<file path="src/rtl/sw_pkg.sv">
// Shared types for the stopwatch sequencer slice.
// Holds the FSM state encoding, control-mode encoding and the BCD time width.
package sw_pkg;

  localparam int TW = 8;

  typedef enum logic [1:0] {
    IDLE   = 2'd0,
    RUN    = 2'd1,
    PAUSED = 2'd2,
    SPLIT  = 2'd3
  } sw_state_e;

  typedef enum logic {
    MODE_SW    = 1'b0,
    MODE_STASH = 1'b1
  } sw_mode_e;

endpackage

</file>
<file path="src/rtl/stopwatch_sequencer_if.sv">
// Command/datapath bundle between debouncers, sequencer and Counter/Stash.
// master: drives cmd_* and time_reading; slave: the sequencer, drives the rest.
interface stopwatch_sequencer_if;
  import sw_pkg::*;

  logic          cmd_trig;
  logic          cmd_split;
  logic          cmd_sample;
  logic          cmd_toggle;
  logic [TW-1:0] time_reading;

  logic          init_regs;
  logic          count_enabled;
  logic          stash_wr;
  logic [TW-1:0] stash_data;
  logic          stash_next;
  logic          stash_full;
  logic          sample_drop;
  logic [TW-1:0] disp_time;
  logic          split_active;
  logic          control_mode;

  modport master (
    output cmd_trig, cmd_split,
    output cmd_sample, cmd_toggle,
    output time_reading,
    input  init_regs, count_enabled,
    input  stash_wr, stash_data,
    input  stash_next, stash_full,
    input  sample_drop, disp_time,
    input  split_active, control_mode
  );

  modport slave (
    input  cmd_trig, cmd_split,
    input  cmd_sample, cmd_toggle,
    input  time_reading,
    output init_regs, count_enabled,
    output stash_wr, stash_data,
    output stash_next, stash_full,
    output sample_drop, disp_time,
    output split_active, control_mode
  );

endinterface

</file>
<file path="src/rtl/hold_timer.sv">
// Split-hold down-counter: i_load arms it, i_en counts, o_expired at zero.
// Ports: clk, reset (async high), i_load, i_en, o_expired. CYCLES=0 never expires.
module hold_timer #(
  parameter int CYCLES = 30
) (
  input  logic clk,
  input  logic reset,
  input  logic i_load,
  input  logic i_en,
  output logic o_expired
);

  localparam int W = (CYCLES > 0) ? $clog2(CYCLES + 1) : 1;
  localparam logic [W-1:0] LOAD =
    (CYCLES > 0) ? W'(CYCLES - 1) : '0;
  localparam bit CAN_EXPIRE = (CYCLES > 0);

  logic [W-1:0] r_cnt;

  always_ff @(posedge clk or posedge reset) begin
    if (reset) begin
      r_cnt <= '0;
    end else if (i_load) begin
      r_cnt <= LOAD;
    end else if (i_en && r_cnt != '0) begin
      r_cnt <= r_cnt - W'(1);
    end
  end

  // Expiry is only meaningful while counting and not being re-armed.
  assign o_expired = CAN_EXPIRE && i_en &&
                     !i_load && (r_cnt == '0);

endmodule

</file>
<file path="src/rtl/stopwatch_sequencer.sv">
// Stopwatch controller: run/pause/split/clear FSM, trigger routing, Stash gating.
// Ports: clk, reset (async high), bus (slave modport of stopwatch_sequencer_if).
module stopwatch_sequencer
  import sw_pkg::*;
#(
  parameter int CLK_FREQ = 100000000,
  parameter int HOLD_SEC = 3,
  parameter int DEPTH    = 5
) (
  input  logic                  clk,
  input  logic                  reset,
  stopwatch_sequencer_if.slave  bus
);

  localparam int OW = $clog2(DEPTH + 1);
  localparam logic [OW-1:0] FULL = OW'(DEPTH);

  sw_state_e     r_state;
  sw_mode_e      r_mode;
  logic [OW-1:0] r_occ;
  logic [TW-1:0] r_snap;
  logic          r_init;
  logic          r_cen;
  logic          r_split;
  logic          r_wr;
  logic [TW-1:0] r_data;
  logic          r_next;
  logic          r_full;
  logic          r_drop;

  sw_state_e     w_nxt;
  logic          w_capture;
  logic          w_expired;
  logic          w_trig_fsm;
  logic          w_trig_stash;
  logic          w_push;
  logic [OW-1:0] w_occ_nxt;

  // Routing uses the mode held before any same-cycle toggle.
  assign w_trig_fsm   = bus.cmd_trig && (r_mode == MODE_SW);
  assign w_trig_stash = bus.cmd_trig && (r_mode == MODE_STASH);

  assign w_push    = bus.cmd_sample && (r_occ != FULL);
  assign w_occ_nxt = w_push ? r_occ + OW'(1) : r_occ;

  hold_timer #(
    .CYCLES (CLK_FREQ * HOLD_SEC)
  ) u_hold (
    .clk       (clk),
    .reset     (reset),
    .i_load    (w_capture),
    .i_en      (r_state == SPLIT),
    .o_expired (w_expired)
  );

  always_comb begin
    w_nxt     = r_state;
    w_capture = 1'b0;
    unique case (r_state)
      IDLE: begin
        if (w_trig_fsm) w_nxt = RUN;
      end
      RUN: begin
        if (w_trig_fsm) begin
          w_nxt = PAUSED;
        end else if (bus.cmd_split) begin
          w_nxt     = SPLIT;
          w_capture = 1'b1;
        end
      end
      SPLIT: begin
        if (w_trig_fsm) begin
          w_nxt = PAUSED;
        end else if (bus.cmd_split) begin
          w_capture = 1'b1;
        end else if (w_expired) begin
          w_nxt = RUN;
        end
      end
      PAUSED: begin
        if (w_trig_fsm) begin
          w_nxt = RUN;
        end else if (bus.cmd_split) begin
          w_nxt = IDLE;
        end
      end
      default: w_nxt = IDLE;
    endcase
  end

  always_ff @(posedge clk or posedge reset) begin
    if (reset) begin
      r_state <= IDLE;
      r_mode  <= MODE_SW;
      r_occ   <= '0;
      r_snap  <= '0;
      r_init  <= 1'b1;
      r_cen   <= 1'b0;
      r_split <= 1'b0;
      r_wr    <= 1'b0;
      r_data  <= '0;
      r_next  <= 1'b0;
      r_full  <= 1'b0;
      r_drop  <= 1'b0;
    end else begin
      r_state <= w_nxt;
      r_init  <= (w_nxt == IDLE);
      r_cen   <= (w_nxt == RUN) || (w_nxt == SPLIT);
      r_split <= (w_nxt == SPLIT);
      if (w_capture) r_snap <= bus.time_reading;
      if (bus.cmd_toggle) begin
        r_mode <= (r_mode == MODE_SW) ? MODE_STASH : MODE_SW;
      end
      r_next <= w_trig_stash && (r_occ != '0);
      r_wr   <= w_push;
      r_drop <= bus.cmd_sample && !w_push;
      if (w_push) r_data <= bus.time_reading;
      r_occ  <= w_occ_nxt;
      r_full <= (w_occ_nxt == FULL);
    end
  end

  assign bus.init_regs     = r_init;
  assign bus.count_enabled = r_cen;
  assign bus.split_active  = r_split;
  assign bus.stash_wr      = r_wr;
  assign bus.stash_data    = r_data;
  assign bus.stash_next    = r_next;
  assign bus.stash_full    = r_full;
  assign bus.sample_drop   = r_drop;
  assign bus.control_mode  = r_mode;
  assign bus.disp_time     = r_split ? r_snap : bus.time_reading;

endmodule
</file>
<file path="src/flat_wrapper.sv">
// flat-port wrapper written by rule: the top's interface ports become plain ports
module stopwatch_sequencer_flat import sw_pkg::*;
#(
  parameter int CLK_FREQ = 100000000,
  parameter int HOLD_SEC = 3,
  parameter int DEPTH    = 5
)
  (clk, reset, bus_cmd_trig, bus_cmd_split, bus_cmd_sample, bus_cmd_toggle, bus_time_reading, bus_init_regs, bus_count_enabled, bus_stash_wr, bus_stash_data, bus_stash_next, bus_stash_full, bus_sample_drop, bus_disp_time, bus_split_active, bus_control_mode);
  stopwatch_sequencer_if bus_i ();
  input  logic clk;
  input  logic reset;
  input wire logic [$bits(bus_i.cmd_trig)-1:0] bus_cmd_trig;
  input wire logic [$bits(bus_i.cmd_split)-1:0] bus_cmd_split;
  input wire logic [$bits(bus_i.cmd_sample)-1:0] bus_cmd_sample;
  input wire logic [$bits(bus_i.cmd_toggle)-1:0] bus_cmd_toggle;
  input wire logic [$bits(bus_i.time_reading)-1:0] bus_time_reading;
  output wire logic [$bits(bus_i.init_regs)-1:0] bus_init_regs;
  output wire logic [$bits(bus_i.count_enabled)-1:0] bus_count_enabled;
  output wire logic [$bits(bus_i.stash_wr)-1:0] bus_stash_wr;
  output wire logic [$bits(bus_i.stash_data)-1:0] bus_stash_data;
  output wire logic [$bits(bus_i.stash_next)-1:0] bus_stash_next;
  output wire logic [$bits(bus_i.stash_full)-1:0] bus_stash_full;
  output wire logic [$bits(bus_i.sample_drop)-1:0] bus_sample_drop;
  output wire logic [$bits(bus_i.disp_time)-1:0] bus_disp_time;
  output wire logic [$bits(bus_i.split_active)-1:0] bus_split_active;
  output wire logic [$bits(bus_i.control_mode)-1:0] bus_control_mode;
  assign bus_i.cmd_trig = bus_cmd_trig;
  assign bus_i.cmd_split = bus_cmd_split;
  assign bus_i.cmd_sample = bus_cmd_sample;
  assign bus_i.cmd_toggle = bus_cmd_toggle;
  assign bus_i.time_reading = bus_time_reading;
  assign bus_init_regs = bus_i.init_regs;
  assign bus_count_enabled = bus_i.count_enabled;
  assign bus_stash_wr = bus_i.stash_wr;
  assign bus_stash_data = bus_i.stash_data;
  assign bus_stash_next = bus_i.stash_next;
  assign bus_stash_full = bus_i.stash_full;
  assign bus_sample_drop = bus_i.sample_drop;
  assign bus_disp_time = bus_i.disp_time;
  assign bus_split_active = bus_i.split_active;
  assign bus_control_mode = bus_i.control_mode;
  stopwatch_sequencer #(.CLK_FREQ(CLK_FREQ), .HOLD_SEC(HOLD_SEC), .DEPTH(DEPTH)) u_core (.clk(clk), .reset(reset), .bus(bus_i));
endmodule
</file>
<file path="config.mk">
export PLATFORM = sky130hd
export DESIGN_NAME = stopwatch_sequencer_flat
export DESIGN_NICKNAME = d
export VERILOG_FILES = /design/src/rtl/sw_pkg.sv /design/src/rtl/stopwatch_sequencer_if.sv /design/src/rtl/hold_timer.sv /design/src/rtl/stopwatch_sequencer.sv /design/src/flat_wrapper.sv
export SDC_FILE = /design/constraint.sdc
export NUM_CORES = 1
export LEC_CHECK = 0
export BUFFER_PORTS_ARGS = -buffer_cell sky130_fd_sc_hd__buf_2
export CELL_PAD_IN_SITES_DETAIL_PLACEMENT = 0
export CELL_PAD_IN_SITES_GLOBAL_PLACEMENT = 1
export CORE_ASPECT_RATIO = 0.5
export CORE_MARGIN = 4
export CORE_UTILIZATION = 45
export CTS_CLUSTER_DIAMETER = 120
export DETAILED_ROUTE_END_ITERATION = 8
export PLACE_DENSITY = 0.8
export REMOVE_ABC_BUFFERS = 1
export SYNTH_ARGS = -nofsm -noshare
export SYNTH_HDL_FRONTEND = slang
export SYNTH_SLANG_ARGS = --single-unit
</file>
<file path="constraint.sdc">
create_clock -name clk -period 3.5 [get_ports clk]
set_clock_uncertainty 0.05 [all_clocks]
set_input_delay 0.7 -clock clk [delete_from_list [all_inputs] [get_ports clk]]
set_output_delay 0.7 -clock clk [all_outputs]
set_load 0.03 [all_outputs]
</file>
==> results.sh <==
export IMPL_dr_pass1_iters=4
export IMPL_synth_async_sr_flop_share_pct=100
export IMPL_total_power_mw=2.65
export IMPL_clkLatencyLatePin_ns=0.33
export IMPL_die_h_um=64.4
export IMPL_vias=2252
export IMPL_core_area_um2=6110
export IMPL_holdBufCountCts=0
export IMPL_synth_area_leader_cell="dfrtp_1"
export IMPL_io_pins=38
export IMPL_clkTransAtPathRegs_ns=0.05
export IMPL_status="finished, final reports clean"
export IMPL_min_path_type="in2async"
export IMPL_nets=336
export IMPL_syn_avg_cell_area_um2=10.4
export IMPL_row_count=20
export IMPL_synthesis_area_um2=2860
export IMPL_ys_top_cells_by_area="dfrtp_1, mux2_2, nand2_1"
export IMPL_ir_worst_vdd_v=0.000462
export IMPL_worst_pin_slew_ns=0.816
export IMPL_syn_inst=276
export IMPL_grt_max_degree=36
export IMPL_crit_path_max_fanout=14
export IMPL_relSlewSlack_pct=45.6
export IMPL_met3_length_um=294
export IMPL_dp_hpwl_um=4260
export IMPL_cts_sinks=57
export IMPL_synth_flop_cell="dfrtp_1"
export IMPL_synth_edf_count=0
export IMPL_routedWlPerCell_um=15.2
export IMPL_globalplace_congestion=0.785
export IMPL_cts_root_buffer_cell="clkbuf_16"
export IMPL_wl_met1_um=3010
export IMPL_hold_viol=0
export IMPL_fin_worst_hold_slack_ns=0.332
export IMPL_drive_gt1_share_pct=27.6
export IMPL_drv_slew=0
export IMPL_fin_crit_sh_pct=71.5
export IMPL_cellPowerDensity_nw_per_um2=766
export IMPL_postLayoutCoreUtil_pct=56.7
export IMPL_grt_overflow_total=0
export IMPL_worstPathRequired_ns=3.62
export IMPL_cts_buffers=9
export IMPL_postCtsResizedCells=0
export IMPL_seq_area_frac_synth_pct=49.9
export IMPL_setup_tns_ns=0
export IMPL_die_width_um=121
export IMPL_post_route_min_period_ns=2.50
export IMPL_cts_htree_levels=3
export IMPL_grt_pass1_vias=2294
export IMPL_dieArea_um2=7770
export IMPL_routed_via_density=5.49
export IMPL_max_freq_mhz=400
export IMPL_dr_max_layer_used="met4"
export IMPL_p_leak_nw=1.43
export IMPL_ys_top_cells_by_count="dfrtp_1, nand2_1, or4_1, mux2_2, o31ai_1"
export IMPL_portBuffers=37
export IMPL_grt_pass1_wl_um=11000
export IMPL_cts_tree="done"
export IMPL_n_antenna_cell=0
export IMPL_initial_core_util_pct=46.8
export IMPL_synthToLayoutAreaGrowth_pct=21.0
export IMPL_end_kind="flip-flop"
export IMPL_cp_arrival_ns=2.62
export IMPL_grt_usage_pct=18.2
export IMPL_finalWirelength_um=6230
export IMPL_cap_violations=0
export IMPL_synth_top_area_share_pct=49.0
export IMPL_dr_wl_met2_um=2850
export IMPL_antenna_found_initial=0
export IMPL_drc_errors=0
export IMPL_post_cts_buffers=0
export IMPL_crit_type="reg2reg"
export IMPL_clock_path_buffers=2
export IMPL_synth_most_common_cell="dfrtp_1"
export IMPL_drt_iter0_markers=76
export IMPL_yosysUniqueCellTypes=44
export IMPL_postRouteAntennaNets=0
export IMPL_yosys_warnings=0
export IMPL_rsz0062_at_grt="no"
export IMPL_start_kind="flip-flop"
export IMPL_setup_viol=0
export IMPL_synth_seq_cells=57
==> layout make-up <==
type                    count  area [um2]
well taps                  88         110
multi-input cells         200        1360
fillers                   560        2650
clock inverters             4        51.3
inverters                   6        22.5
repair buffers             43         230
flip-flops and latches     57        1430
clock buffers              12         256
==> where the power goes <==
group          switching [mW]  total, mW  internal [mW]
combinational           0.534      0.827          0.293
clock                   0.302      0.890          0.589
sequential              0.118      0.933          0.816
total                   0.954       2.65           1.70
==> layer usage <==
| layer | vias to the layer above | track usage, % |
|---|---|---|
| met5 | - | 0 |
| met4 | 0 | 5.08 |
| met3 | 9 | 8.22 |
| met2 | 37 | 29.0 |
| met1 | 1103 | 22.5 |
| li1 | 1103 | - |
==> final timing paths <==
kind                                   startpoint                        to  slack, ns  cells past startpoint
min in group clk                 u_core.r_snap[0]          u_core.r_snap[0]       0.42                      2
max in group asynchronous                   reset    u_core.u_hold.r_cnt[7]       2.24                      3
hold reg to reg                  u_core.r_snap[0]          u_core.r_snap[0]       0.42                      2
setup reg to reg           u_core.u_hold.r_cnt[0]    u_core.u_hold.r_cnt[8]        1.0                      8
hold / removal                              reset  u_core.bus.stash_data[5]       0.33                      2
setup / recovery           u_core.u_hold.r_cnt[0]    u_core.u_hold.r_cnt[8]        1.0                      8
==> layout by cell type (no fill, tap or decap), types with 3 or more instances in the layout <==
cell / synthesis / layout
ha_1: 5 / 5
or3_1: 13 / 13
clkbuf_16: 0 / 9
nor4_1: 3 / 3
o21ai_0: 7 / 7
nand2b_1: 3 / 3
mux2_2: 17 / 17
dfrtp_1: 56 / 56
nor2_1: 5 / 5
nor3_1: 4 / 4
or2_1: 3 / 3
nand2_1: 38 / 38
nand3_1: 14 / 14
buf_2: 3 / 37
inv_1: 6 / 5
and3_1: 3 / 3
o21ai_1: 3 / 3
or4_1: 18 / 18
nor4_2: 3 / 3
buf_4: 0 / 6
a21oi_1: 14 / 14
o31ai_1: 15 / 14
or2_2: 3 / 3
xnor2_1: 5 / 5
==> critical path: stages (launching register included) <==
cell and delay [ns]:
dfrtp_1 0.37, inv_1 0.16, ha_1 0.17, nor4b_1 0.43, nand3_1 0.16, o31ai_2 0.51
buf_4 0.30, or3_1 0.14, a21oi_1 0.07
==> registers in the layout (all words and copies together) (netlist names) <==
register                  count
u_core.u_hold.r_cnt          29
u_core.bus.stash_data         8
u_core.r_snap                 8
u_core.r_occ                  3
u_core.bus.control_mode       1
u_core.bus.count_enabled      1
u_core.bus.init_regs          1
u_core.bus.sample_drop        1
u_core.bus.split_active       1
u_core.bus.stash_full         1
u_core.bus.stash_next         1
u_core.bus.stash_wr           1
u_core.r_state                1
==> kinds of logic (layout without fill, tap and decap cells) <==
logic type	count (synthesis)	after routing	share of synthesized area, %
flops	57	57	49.9
compound gates	46	46	10.0
fa+ha+maj	5	5	2.19
mux	18	18	7.05
simple gates	125	125	26.3
xor+xnor	6	6	1.84
buf+inv	19	65	2.63
==> stage by stage <==
| stage | cell area (um2) | std cells | setup WS, ns |
|---|---|---|---|
| final | 3460 | 410 | 0.998 |
| after global routing | 3460 | 410 | 0.737 |
| after CTS | 3460 | 410 | 0.991 |
| after detailed placement | 3150 | 394 | 1.01 |
| after global placement | 3150 | 394 | 1.05 |
| after floorplan | 2810 | 263 | 0.191 |
No activity file was read; power rests on OpenSTA's default activity.
